`src/rtl/uart_core_param_if.sv`:
```
// Valid/ready handshake and serial-line bundle for uart_core_param.
interface uart_core_param_if;
  logic       rx_data;
  logic       tx_data;
  logic       tx_valid;
  logic       tx_ready;
  logic [7:0] tx_byte;
  logic       rx_valid;
  logic       rx_ready;
  logic [7:0] rx_byte;
  logic       parity_err;
  logic       frame_err;
  logic       overrun;

  // UART core side
  modport slave (
    input  rx_data, tx_valid, tx_byte, rx_ready,
    output tx_data, tx_ready, rx_valid, rx_byte, parity_err, frame_err, overrun
  );

  // Consumer / line side
  modport master (
    output rx_data, tx_valid, tx_byte, rx_ready,
    input  tx_data, tx_ready, rx_valid, rx_byte, parity_err, frame_err, overrun
  );
endinterface

```
`src/rtl/uart_core_param.sv`:
```
// Full-duplex UART: configurable data width, parity, stop bits and baud.
// RX oversamples 16x and holds one received byte with error/overrun flags.
module uart_core_param #(
  parameter int CLK_HZ    = 100000000,
  parameter int BAUD      = 115200,
  parameter int DATA_BITS = 8,
  parameter int PARITY    = 0,
  parameter int STOP_BITS = 1
) (
  input  logic              clk_in,
  input  logic              reset,
  uart_core_param_if.slave  bus
);
  localparam int DIV   = CLK_HZ / (BAUD * 16);
  localparam int DIV_W = (DIV > 1) ? $clog2(DIV) : 1;
  localparam logic [DIV_W-1:0] DIV_LAST  = DIV_W'(DIV - 1);
  localparam logic [7:0]       DATA_MASK = 8'((1 << DATA_BITS) - 1);
  localparam logic [2:0]       LAST_BIT  = 3'(DATA_BITS - 1);
  localparam logic             LAST_STOP = 1'(STOP_BITS - 1);
  localparam logic             PAR_ODD   = (PARITY == 1);

  typedef enum logic [2:0] {S_IDLE, S_START, S_DATA, S_PARITY, S_STOP} state_t;

  // ---------------- transmitter ----------------
  state_t           tx_state_q, tx_state_d;
  logic [DIV_W-1:0] tx_div_q, tx_div_d;
  logic [3:0]       tx_tick_q, tx_tick_d;
  logic [2:0]       tx_bit_q, tx_bit_d;
  logic [7:0]       tx_shift_q, tx_shift_d;
  logic             tx_par_q, tx_par_d;
  logic             tx_stop_q, tx_stop_d;
  logic             tx_line_q, tx_line_d;
  logic             tx_tick;
  logic [7:0]       tx_masked;

  assign tx_tick   = (tx_div_q == DIV_LAST);
  assign tx_masked = bus.tx_byte & DATA_MASK;

  // TX next state: the line value for the next bit is registered so tx_data is glitch-free
  always_comb begin
    tx_state_d = tx_state_q;
    tx_div_d   = tx_tick ? '0 : tx_div_q + 1'b1;
    tx_tick_d  = tx_tick_q;
    tx_bit_d   = tx_bit_q;
    tx_shift_d = tx_shift_q;
    tx_par_d   = tx_par_q;
    tx_stop_d  = tx_stop_q;
    tx_line_d  = tx_line_q;
    if (tx_state_q == S_IDLE) begin
      tx_line_d = 1'b1;
      if (bus.tx_valid) begin
        tx_shift_d = tx_masked;
        tx_par_d   = (^tx_masked) ^ PAR_ODD;
        tx_state_d = S_START;
        tx_div_d   = '0;
        tx_tick_d  = '0;
        tx_line_d  = 1'b0;
      end
    end else if (tx_tick) begin
      tx_tick_d = tx_tick_q + 4'd1;
      if (tx_tick_q == 4'hf) begin
        case (tx_state_q)
          S_START: begin
            tx_state_d = S_DATA;
            tx_bit_d   = '0;
            tx_line_d  = tx_shift_q[0];
          end
          S_DATA: begin
            if (tx_bit_q == LAST_BIT) begin
              tx_stop_d = 1'b0;
              if (PARITY != 0) begin
                tx_state_d = S_PARITY;
                tx_line_d  = tx_par_q;
              end else begin
                tx_state_d = S_STOP;
                tx_line_d  = 1'b1;
              end
            end else begin
              tx_bit_d   = tx_bit_q + 3'd1;
              tx_shift_d = tx_shift_q >> 1;
              tx_line_d  = tx_shift_q[1];
            end
          end
          S_PARITY: begin
            tx_state_d = S_STOP;
            tx_line_d  = 1'b1;
          end
          S_STOP: begin
            if (tx_stop_q == LAST_STOP) tx_state_d = S_IDLE;
            else tx_stop_d = 1'b1;
          end
          default: tx_state_d = S_IDLE;
        endcase
      end
    end
  end

  // TX state register; reset leaves the line idle high
  always_ff @(posedge clk_in or negedge reset) begin
    if (!reset) begin
      tx_state_q <= S_IDLE;
      tx_div_q   <= '0;
      tx_tick_q  <= '0;
      tx_bit_q   <= '0;
      tx_shift_q <= '0;
      tx_par_q   <= 1'b0;
      tx_stop_q  <= 1'b0;
      tx_line_q  <= 1'b1;
    end else begin
      tx_state_q <= tx_state_d;
      tx_div_q   <= tx_div_d;
      tx_tick_q  <= tx_tick_d;
      tx_bit_q   <= tx_bit_d;
      tx_shift_q <= tx_shift_d;
      tx_par_q   <= tx_par_d;
      tx_stop_q  <= tx_stop_d;
      tx_line_q  <= tx_line_d;
    end
  end

  assign bus.tx_data  = tx_line_q;
  assign bus.tx_ready = (tx_state_q == S_IDLE);

  // ---------------- receiver ----------------
  state_t           rx_state_q, rx_state_d;
  logic [2:0]       rx_sync_q, rx_sync_d;   // [1] = synchronised line, [2] = its previous value
  logic [DIV_W-1:0] rx_div_q, rx_div_d;
  logic [3:0]       rx_tick_q, rx_tick_d;
  logic [2:0]       rx_bit_q, rx_bit_d;
  logic [7:0]       rx_shift_q, rx_shift_d;
  logic             rx_par_q, rx_par_d;
  logic             rx_valid_q, rx_valid_d;
  logic [7:0]       rx_byte_q, rx_byte_d;
  logic             perr_q, perr_d;
  logic             ferr_q, ferr_d;
  logic             ovr_q, ovr_d;
  logic             rx_tick, rx_line, rx_fall;
  logic [7:0]       rx_aligned;

  assign rx_tick    = (rx_div_q == DIV_LAST);
  assign rx_line    = rx_sync_q[1];
  // Edge detection needs a real high->low step, so a line stuck low never re-arms
  assign rx_fall    = rx_sync_q[2] & ~rx_sync_q[1];
  // Bits enter at the MSB, so a short frame ends up left-aligned
  assign rx_aligned = rx_shift_q >> (8 - DATA_BITS);

  // RX next state, sampling, and holding-register handshake
  always_comb begin
    rx_sync_d  = {rx_sync_q[1:0], bus.rx_data};
    rx_state_d = rx_state_q;
    rx_div_d   = rx_tick ? '0 : rx_div_q + 1'b1;
    rx_tick_d  = rx_tick_q;
    rx_bit_d   = rx_bit_q;
    rx_shift_d = rx_shift_q;
    rx_par_d   = rx_par_q;
    rx_valid_d = rx_valid_q;
    rx_byte_d  = rx_byte_q;
    perr_d     = perr_q;
    ferr_d     = ferr_q;
    ovr_d      = 1'b0;
    if (rx_valid_q && bus.rx_ready) rx_valid_d = 1'b0;
    case (rx_state_q)
      S_IDLE: begin
        if (rx_fall) begin
          rx_state_d = S_START;
          rx_div_d   = '0;
          rx_tick_d  = '0;
        end
      end
      S_START: begin
        if (rx_tick) begin
          rx_tick_d = rx_tick_q + 4'd1;
          if (rx_tick_q == 4'd7) begin
            rx_tick_d  = '0;
            rx_bit_d   = '0;
            rx_state_d = rx_line ? S_IDLE : S_DATA;
          end
        end
      end
      default: begin
        if (rx_tick) begin
          rx_tick_d = rx_tick_q + 4'd1;
          if (rx_tick_q == 4'hf) begin
            case (rx_state_q)
              S_DATA: begin
                rx_shift_d = {rx_line, rx_shift_q[7:1]};
                rx_bit_d   = rx_bit_q + 3'd1;
                if (rx_bit_q == LAST_BIT) rx_state_d = (PARITY != 0) ? S_PARITY : S_STOP;
              end
              S_PARITY: begin
                rx_par_d   = rx_line;
                rx_state_d = S_STOP;
              end
              default: begin
                // First stop sample completes the frame; a second stop bit is not awaited
                rx_state_d = S_IDLE;
                if (rx_valid_q) begin
                  ovr_d = 1'b1;
                end else begin
                  rx_valid_d = 1'b1;
                  rx_byte_d  = rx_aligned;
                  perr_d     = (PARITY != 0) && (rx_par_q != ((^rx_aligned) ^ PAR_ODD));
                  ferr_d     = ~rx_line;
                end
              end
            endcase
          end
        end
      end
    endcase
  end

  // RX state register; synchroniser resets to the idle-high line level
  always_ff @(posedge clk_in or negedge reset) begin
    if (!reset) begin
      rx_state_q <= S_IDLE;
      rx_sync_q  <= 3'b111;
      rx_div_q   <= '0;
      rx_tick_q  <= '0;
      rx_bit_q   <= '0;
      rx_shift_q <= '0;
      rx_par_q   <= 1'b0;
      rx_valid_q <= 1'b0;
      rx_byte_q  <= '0;
      perr_q     <= 1'b0;
      ferr_q     <= 1'b0;
      ovr_q      <= 1'b0;
    end else begin
      rx_state_q <= rx_state_d;
      rx_sync_q  <= rx_sync_d;
      rx_div_q   <= rx_div_d;
      rx_tick_q  <= rx_tick_d;
      rx_bit_q   <= rx_bit_d;
      rx_shift_q <= rx_shift_d;
      rx_par_q   <= rx_par_d;
      rx_valid_q <= rx_valid_d;
      rx_byte_q  <= rx_byte_d;
      perr_q     <= perr_d;
      ferr_q     <= ferr_d;
      ovr_q      <= ovr_d;
    end
  end

  assign bus.rx_valid   = rx_valid_q;
  assign bus.rx_byte    = rx_byte_q;
  assign bus.parity_err = perr_q;
  assign bus.frame_err  = ferr_q;
  assign bus.overrun    = ovr_q;
endmodule

```
`src/flat_wrapper.sv`:
```
// flat-port wrapper written by rule: the top's interface ports become plain ports
module uart_core_param_flat 
#(
  parameter int CLK_HZ    = 100000000,
  parameter int BAUD      = 115200,
  parameter int DATA_BITS = 8,
  parameter int PARITY    = 0,
  parameter int STOP_BITS = 1
)
  (clk_in, reset, bus_rx_data, bus_tx_valid, bus_tx_byte, bus_rx_ready, bus_tx_data, bus_tx_ready, bus_rx_valid, bus_rx_byte, bus_parity_err, bus_frame_err, bus_overrun);
  uart_core_param_if bus_i ();
  input  logic clk_in;
  input  logic reset;
  input wire logic [$bits(bus_i.rx_data)-1:0] bus_rx_data;
  input wire logic [$bits(bus_i.tx_valid)-1:0] bus_tx_valid;
  input wire logic [$bits(bus_i.tx_byte)-1:0] bus_tx_byte;
  input wire logic [$bits(bus_i.rx_ready)-1:0] bus_rx_ready;
  output wire logic [$bits(bus_i.tx_data)-1:0] bus_tx_data;
  output wire logic [$bits(bus_i.tx_ready)-1:0] bus_tx_ready;
  output wire logic [$bits(bus_i.rx_valid)-1:0] bus_rx_valid;
  output wire logic [$bits(bus_i.rx_byte)-1:0] bus_rx_byte;
  output wire logic [$bits(bus_i.parity_err)-1:0] bus_parity_err;
  output wire logic [$bits(bus_i.frame_err)-1:0] bus_frame_err;
  output wire logic [$bits(bus_i.overrun)-1:0] bus_overrun;
  assign bus_i.rx_data = bus_rx_data;
  assign bus_i.tx_valid = bus_tx_valid;
  assign bus_i.tx_byte = bus_tx_byte;
  assign bus_i.rx_ready = bus_rx_ready;
  assign bus_tx_data = bus_i.tx_data;
  assign bus_tx_ready = bus_i.tx_ready;
  assign bus_rx_valid = bus_i.rx_valid;
  assign bus_rx_byte = bus_i.rx_byte;
  assign bus_parity_err = bus_i.parity_err;
  assign bus_frame_err = bus_i.frame_err;
  assign bus_overrun = bus_i.overrun;
  uart_core_param #(.CLK_HZ(CLK_HZ), .BAUD(BAUD), .DATA_BITS(DATA_BITS), .PARITY(PARITY), .STOP_BITS(STOP_BITS)) u_core (.clk_in(clk_in), .reset(reset), .bus(bus_i));
endmodule
```
`config.mk`:
```
export PLATFORM = sky130hd
export DESIGN_NAME = uart_core_param_flat
export DESIGN_NICKNAME = d
export VERILOG_FILES = /design/src/rtl/uart_core_param_if.sv /design/src/rtl/uart_core_param.sv /design/src/flat_wrapper.sv
export SDC_FILE = /design/constraint.sdc
export NUM_CORES = 1
export LEC_CHECK = 0
export CAP_MARGIN = 0
export CELL_PAD_IN_SITES_DETAIL_PLACEMENT = 1
export CELL_PAD_IN_SITES_GLOBAL_PLACEMENT = 2
export CORE_MARGIN = 3
export CORE_UTILIZATION = 38
export DETAILED_ROUTE_END_ITERATION = 6
export GPL_TIMING_DRIVEN = 0
export PLACE_DENSITY_LB_ADDON = 0.12
export REMOVE_ABC_BUFFERS = 1
export SETUP_SLACK_MARGIN = 0.3
export SLEW_MARGIN = 40
export SYNTH_ARGS = -nofsm -noshare
export SYNTH_HDL_FRONTEND = slang
export SYNTH_SLANG_ARGS = --single-unit
export TNS_END_PERCENT = 5
```
`constraint.sdc`:
```
create_clock -name clk_in -period 2.6 [get_ports clk_in]
set_input_delay 0.39 -clock clk_in [delete_from_list [all_inputs] [get_ports clk_in]]
set_output_delay 0.39 -clock clk_in [all_outputs]
set_load 0.01 [all_outputs]
```
==> results of run 1 <==
## timing repair
action                                  CTS  global route
endpoints found under the setup margin    4             9
gates cloned                              0             0
hold endpoints to repair                 21             0
hold buffers                              1             0
resized for setup                         1             1
buffers inserted                          1             0
pin swaps                                 0             0
## metrics by stage
step | hold slack [ps] | utilization | instance area [sq um] | total power [uW] | TNS [ps]
after detailed placement | 349 | 0.447 | 3310 | 1330 | 0
final | 359 | 0.476 | 3530 | 2140 | 0
after global routing | 366 | 0.476 | 3530 | 2260 | 0
after floorplan | 94.4 | - | 2920 | 1240 | 0
after global placement | 346 | 0.445 | 3300 | 1310 | -63880
after CTS | 360 | 0.476 | 3520 | 2180 | 0
## routing by layer
metal  global-route usage  routed length, um  share of wire  up-vias
met4               0.0650                105          0.018        0
met3               0.0465                202          0.035        8
met2                0.230               2810           0.49       24
met5                    0                  0              0        -
li1                     -                  -              -      938
met1                0.177               2630           0.46      980
## state kept, by name (all words and copies together), names as in the netlist, 4 cells and up
| register | flops |
|---|---|
| u_core.tx_tick_q | 4 |
| u_core.bus.rx_byte | 8 |
| u_core.rx_div_q | 6 |
| u_core.tx_div_q | 6 |
| u_core.rx_aligned | 8 |
| u_core.rx_tick_q | 4 |
| u_core.tx_shift_q | 8 |
## Yosys cell counts (all sizes together), types with 5 or more instances
master,n,area share
nand2,23,0.030
o21ai,5,0.0084
inv,10,0.013
dfrtp,59,0.50
nand3,9,0.015
clkbuf,5,0.0063
mux2i,9,0.030
mux2,34,0.14
nor2,23,0.029
ha,10,0.042
## area by class of cell
cell class | count | share of cell area
Clock buffer | 11 | 0.0372
Multi-Input combinational cell | 172 | 0.370
Tap cell | 99 | 0.0351
Inverter | 10 | 0.0106
Timing Repair Buffer | 28 | 0.0809
Clock inverter | 5 | 0.0170
Sequential cell | 63 | 0.449
## cell families (layout without fill, tap and decap cells)
group	count (synthesis)	after routing	synth area share
simple gates	87	87	0.149
fa+ha+maj	10	10	0.0422
buf+inv	18	54	0.0270
compound gates	23	23	0.0536
other cells	1	1	0.00127
xor+xnor	8	8	0.0236
flops	63	63	0.534
mux	43	43	0.170
## path summary, 6_finish.rpt
| check | from | endpoint | slack (ps) |
|---|---|---|---|
| max in group asynchronous | reset | u_core.rx_sync_q[2] | 1450 |
| min | u_core.rx_sync_q[0] | u_core.rx_sync_q[1] | 360 |
| max | u_core.tx_state_q[2] | bus_tx_ready | 350 |
| min in group asynchronous | reset | u_core.tx_tick_q[1] | 560 |
| min reg2reg | u_core.rx_sync_q[0] | u_core.rx_sync_q[1] | 360 |
| max reg2reg | u_core.rx_div_q[1] | u_core.rx_aligned[1] | 510 |
## power by group
group / switching [uW] / internal [uW] / leakage, uW
logic: 95.7 / 102 / 0.000758
clock network: 390 / 445 / 0.0000935
registers: 62.8 / 1040 / 0.000799
total: 548 / 1590 / 0.00165
==> results.py, run 1 <==
metrics = {
    "place": {
        "place.gp.congestion": 0.734,
        "io_buffers": 25,
        "place_ws_ps": 306,
        "dp.cells": 370,
        "hpwl_um": 4110,
    },
    "layout": {
        "drive_above_1_share": 0.211,
        "seq_area_sq_um": 1580,
        "multi_input_comb_area_sq_um": 1310,
        "layout.cells.most_common": "dfrtp_1",
        "final_nets": 307,
        "fill_cells": 788,
        "antenna_cells": 0,
        "final_cell_count_no_fill": 388,
        "mostFrequentLayoutCells": "58 x dfrtp_1, 26 x mux2_2, 24 x clkdlybuf4s50_1, 23 x nor2_1, 22 x nand2_1",
        "area_delta_synth_final_pct": 19.0,
    },
    "critical_path": {
        "cp.arrival_ps": 1860,
        "cpMaxStageDelayCell": "clkdlybuf4s50_1",
        "cp_slowest_stage_delay_ps": 530,
        "worstPathCellList": "or3_1, inv_1, clkdlybuf4s50_1",
        "critPathRequiredTime_ps": 2210,
        "cp_num_cells": 3,
        "endpoint_kind": "output port",
        "worst-path-max-fanout": 7,
        "crit_type": "reg2out",
        "rr_worst_depth": 6,
        "start_kind": "register",
        "cpLargestDelayFamily": "buffers and inverters",
        "cp_num_buf_inv": 2,
    },
    "cts": {
        "ctsHtreeMaxLevel": 3,
        "cts_root_buf": "clkbuf_8",
        "worstSkewPairLatency_ps": 340,
        "clock_path_buffers": 2,
        "clk_pin_slew_ps": 70,
        "cts_tree": "built",
        "cts_made_buffers": 9,
        "cts_sinks": 63,
    },
    "route": {
        "via_per_inst": 5.03,
        "wire_per_inst_um": 14.8,
        "wirelength_um": 5740,
        "drc_errors": 0,
        "antenna_left": 0,
        "dr.pass1.iters": 4,
        "drtIter0Drc": 29,
        "via_count": 1950,
    },
    "pwr": {
        "ir_worst_vdd_v": 0.000304,
        "p_leak_uw": 0.00165,
        "cellPowerDensity_nw_per_um2": 606,
    },
    "die": {
        "initial_utilization": 0.400,
        "core_sq_um": 7410,
        "ioPinCount": 27,
        "dieArea_sq_um": 8900,
        "die_w_um": 94.3,
        "num_rows": 31,
        "die_h_um": 94.3,
    },
    "global_route": {
        "antenna_found_initial": 0,
        "grt_max_degree": 33,
        "grt_first_pass_wirelength_um": 9720,
        "overflow": 0,
        "first_global_vias": 2002,
        "gr-usage-all-layers": 0.144,
    },
    "sta": {
        "grt_setup_unrepaired": "true",
        "hold_viol": 0,
        "slew_headroom": 0.610,
        "tightestPinTransition_ps": 584,
        "max_freq_ghz": 0.445,
        "finalCriticalPeriod_ps": 2250,
        "fin_crit_sh": 0.864,
        "skew_ps": 6.98,
        "setup_viol": 0,
        "setup_slack_ps": 353,
        "slew_violations": 0,
    },
    "yosys": {
        "ys_seq_area_frac": 0.534,
        "async_reset_ff_frac": 1.00,
        "synth_area_sq_um": 2960,
        "synth_edf_count": 0,
        "ys_warn_count": 0,
        "synth_cells": 253,
        "synth.ff_latch_count": 63,
        "syn_area_per_cell_sq_um": 11.7,
        "synthDistinctLibCells": 50,
        "synth_flop_cell": "dfrtp_1",
    },
    "min_path": {
        "min_path_cells": 0,
        "hp-class": "reg2reg",
    },
    "status": {
        "status": "finished clean",
    },
    "job": {
        "cap_violations": 0,
    },
}
(Power assumes the default switching activity.)
==> inputs of run 2 (changes only) <==
Settings changed: CAP_MARGIN 0 to not set, RECOVER_POWER set to 50.
==> results.py, run 2 (same netlist as run 1, synthesis figures left out) <==
metrics = {
    "die": {
        "num_rows": 31,
        "die_h_um": 94.3,
        "initial_utilization": 0.400,
        "core_sq_um": 7410,
        "die_w_um": 94.3,
        "ioPinCount": 27,
        "dieArea_sq_um": 8900,
    },
    "global_route": {
        "grt_max_degree": 33,
        "first_global_vias": 2002,
        "grt_first_pass_wirelength_um": 9720,
        "gr-usage-all-layers": 0.144,
        "overflow": 0,
        "antenna_found_initial": 0,
    },
    "critical_path": {
        "cpLargestDelayFamily": "buffers and inverters",
        "cpMaxStageDelayCell": "clkdlybuf4s50_1",
        "cp.arrival_ps": 1860,
        "start_kind": "register",
        "worstPathCellList": "or3_1, inv_1, clkdlybuf4s50_1",
        "cp_slowest_stage_delay_ps": 530,
        "critPathRequiredTime_ps": 2210,
        "r2r-start": "u_core.rx_div_q[1]",
        "endpoint_kind": "output port",
        "cp_num_buf_inv": 2,
        "crit_type": "reg2out",
        "worst-path-max-fanout": 7,
        "cp-startpoint": "u_core.tx_state_q[2]",
    },
    "cts": {
        "clk_pin_slew_ps": 70,
        "ctsHtreeMaxLevel": 3,
        "cts_made_buffers": 9,
        "worstSkewPairLatency_ps": 340,
        "cts_root_buf": "clkbuf_8",
        "cts_tree": "built",
        "clock_path_buffers": 2,
        "cts_sinks": 63,
    },
    "route": {
        "via_count": 1949,
        "drtIter0Drc": 32,
        "via_per_inst": 5.02,
        "dr.pass1.iters": 4,
        "wire_per_inst_um": 14.8,
        "drc_errors": 0,
        "antenna_left": 0,
        "wirelength_um": 5740,
    },
    "sta": {
        "slew_headroom": 0.444,
        "slew_violations": 0,
        "setup_viol": 0,
        "skew_ps": 7.17,
        "grt_setup_unrepaired": "true",
        "fin_crit_sh": 0.864,
        "final.setup.tns_ps": 0,
        "hold_viol": 0,
        "tightestPinTransition_ps": 834,
        "finalCriticalPeriod_ps": 2250,
        "max_freq_ghz": 0.445,
    },
    "pwr": {
        "ir_worst_vdd_v": 0.000303,
        "p_leak_uw": 0.00164,
        "p_total_uw": 2130,
        "cellPowerDensity_nw_per_um2": 608,
    },
    "min_path": {
        "min-delay-start": "u_core.rx_sync_q[0]",
        "hp-class": "reg2reg",
    },
    "place": {
        "place.gp.congestion": 0.734,
        "hpwl_um": 4110,
        "io_buffers": 25,
    },
    "job": {
        "cap_violations": 0,
    },
    "layout": {
        "final_nets": 307,
        "fill_cells": 788,
        "mostFrequentLayoutCells": "58 x dfrtp_1, 26 x mux2_2, 23 x nand2_1, 23 x nor2_1, 23 x clkdlybuf4s50_1",
        "drive_above_1_share": 0.201,
        "layout.cells.most_common": "dfrtp_1",
        "antenna_cells": 0,
        "area_delta_synth_final_pct": 18.3,
    },
    "status": {
        "status": "finished clean",
    },
}
-- run 2: routing by layer --
layer  track usage  wire length [um]  vias up
li1              -                 -      939
met1         0.177              2620      978
met2         0.230              2810       24
met3        0.0465               202        8
met4        0.0650               105        0
met5             0                 0        -
-- run 2: cell type report --
class	count	area [sq um]	share of cell area
multi-input cells	172	1300	0.372
clock buffers	11	131	0.0375
repair buffers	28	268	0.0763
clock inverters	5	60.1	0.0171
well taps	99	124	0.0353
flip-flops and latches	63	1580	0.451
inverters	10	37.5	0.0107
-- run 2: through the flow --
stage	area [sq um]	utilization	std cells	hold WS, ps	worst slack (ps)
2_1_floorplan	2920	-	245	94.4	530
5_1_grt	3510	0.473	388	371	242
6_report	3510	0.473	388	365	353
3_5_place_dp	3310	0.447	370	349	306
3_3_place_gp	3300	0.445	369	346	-1070
4_1_cts	3520	0.476	388	360	295
-- run 2: worst paths after layout --
check,endpoint,slack [ps],depth (start not counted)
worst max-delay path,bus_tx_ready,350,3
worst min-delay path,u_core.rx_sync_q[1],360,0
worst max register to register,u_core.rx_aligned[1],450,6
worst min register to register,u_core.rx_sync_q[1],360,0
max in group asynchronous,u_core.tx_bit_q[2],650,3
min in group asynchronous,u_core.tx_tick_q[1],700,2
-- run 2: repair_timing --
action | in CTS | in global routing
hold endpoints to repair | 21 | 0
resized for setup | 1 | 1
setup endpoints to repair | 4 | 9
setup buffers | 1 | 0
hold buffers | 1 | 0
-- run 2: report_power, final --
part           switching, uW  internal (uW)  total (uW)
registers               61.5           1040        1110
logic                   94.9           97.9         193
clock network            390            445         835
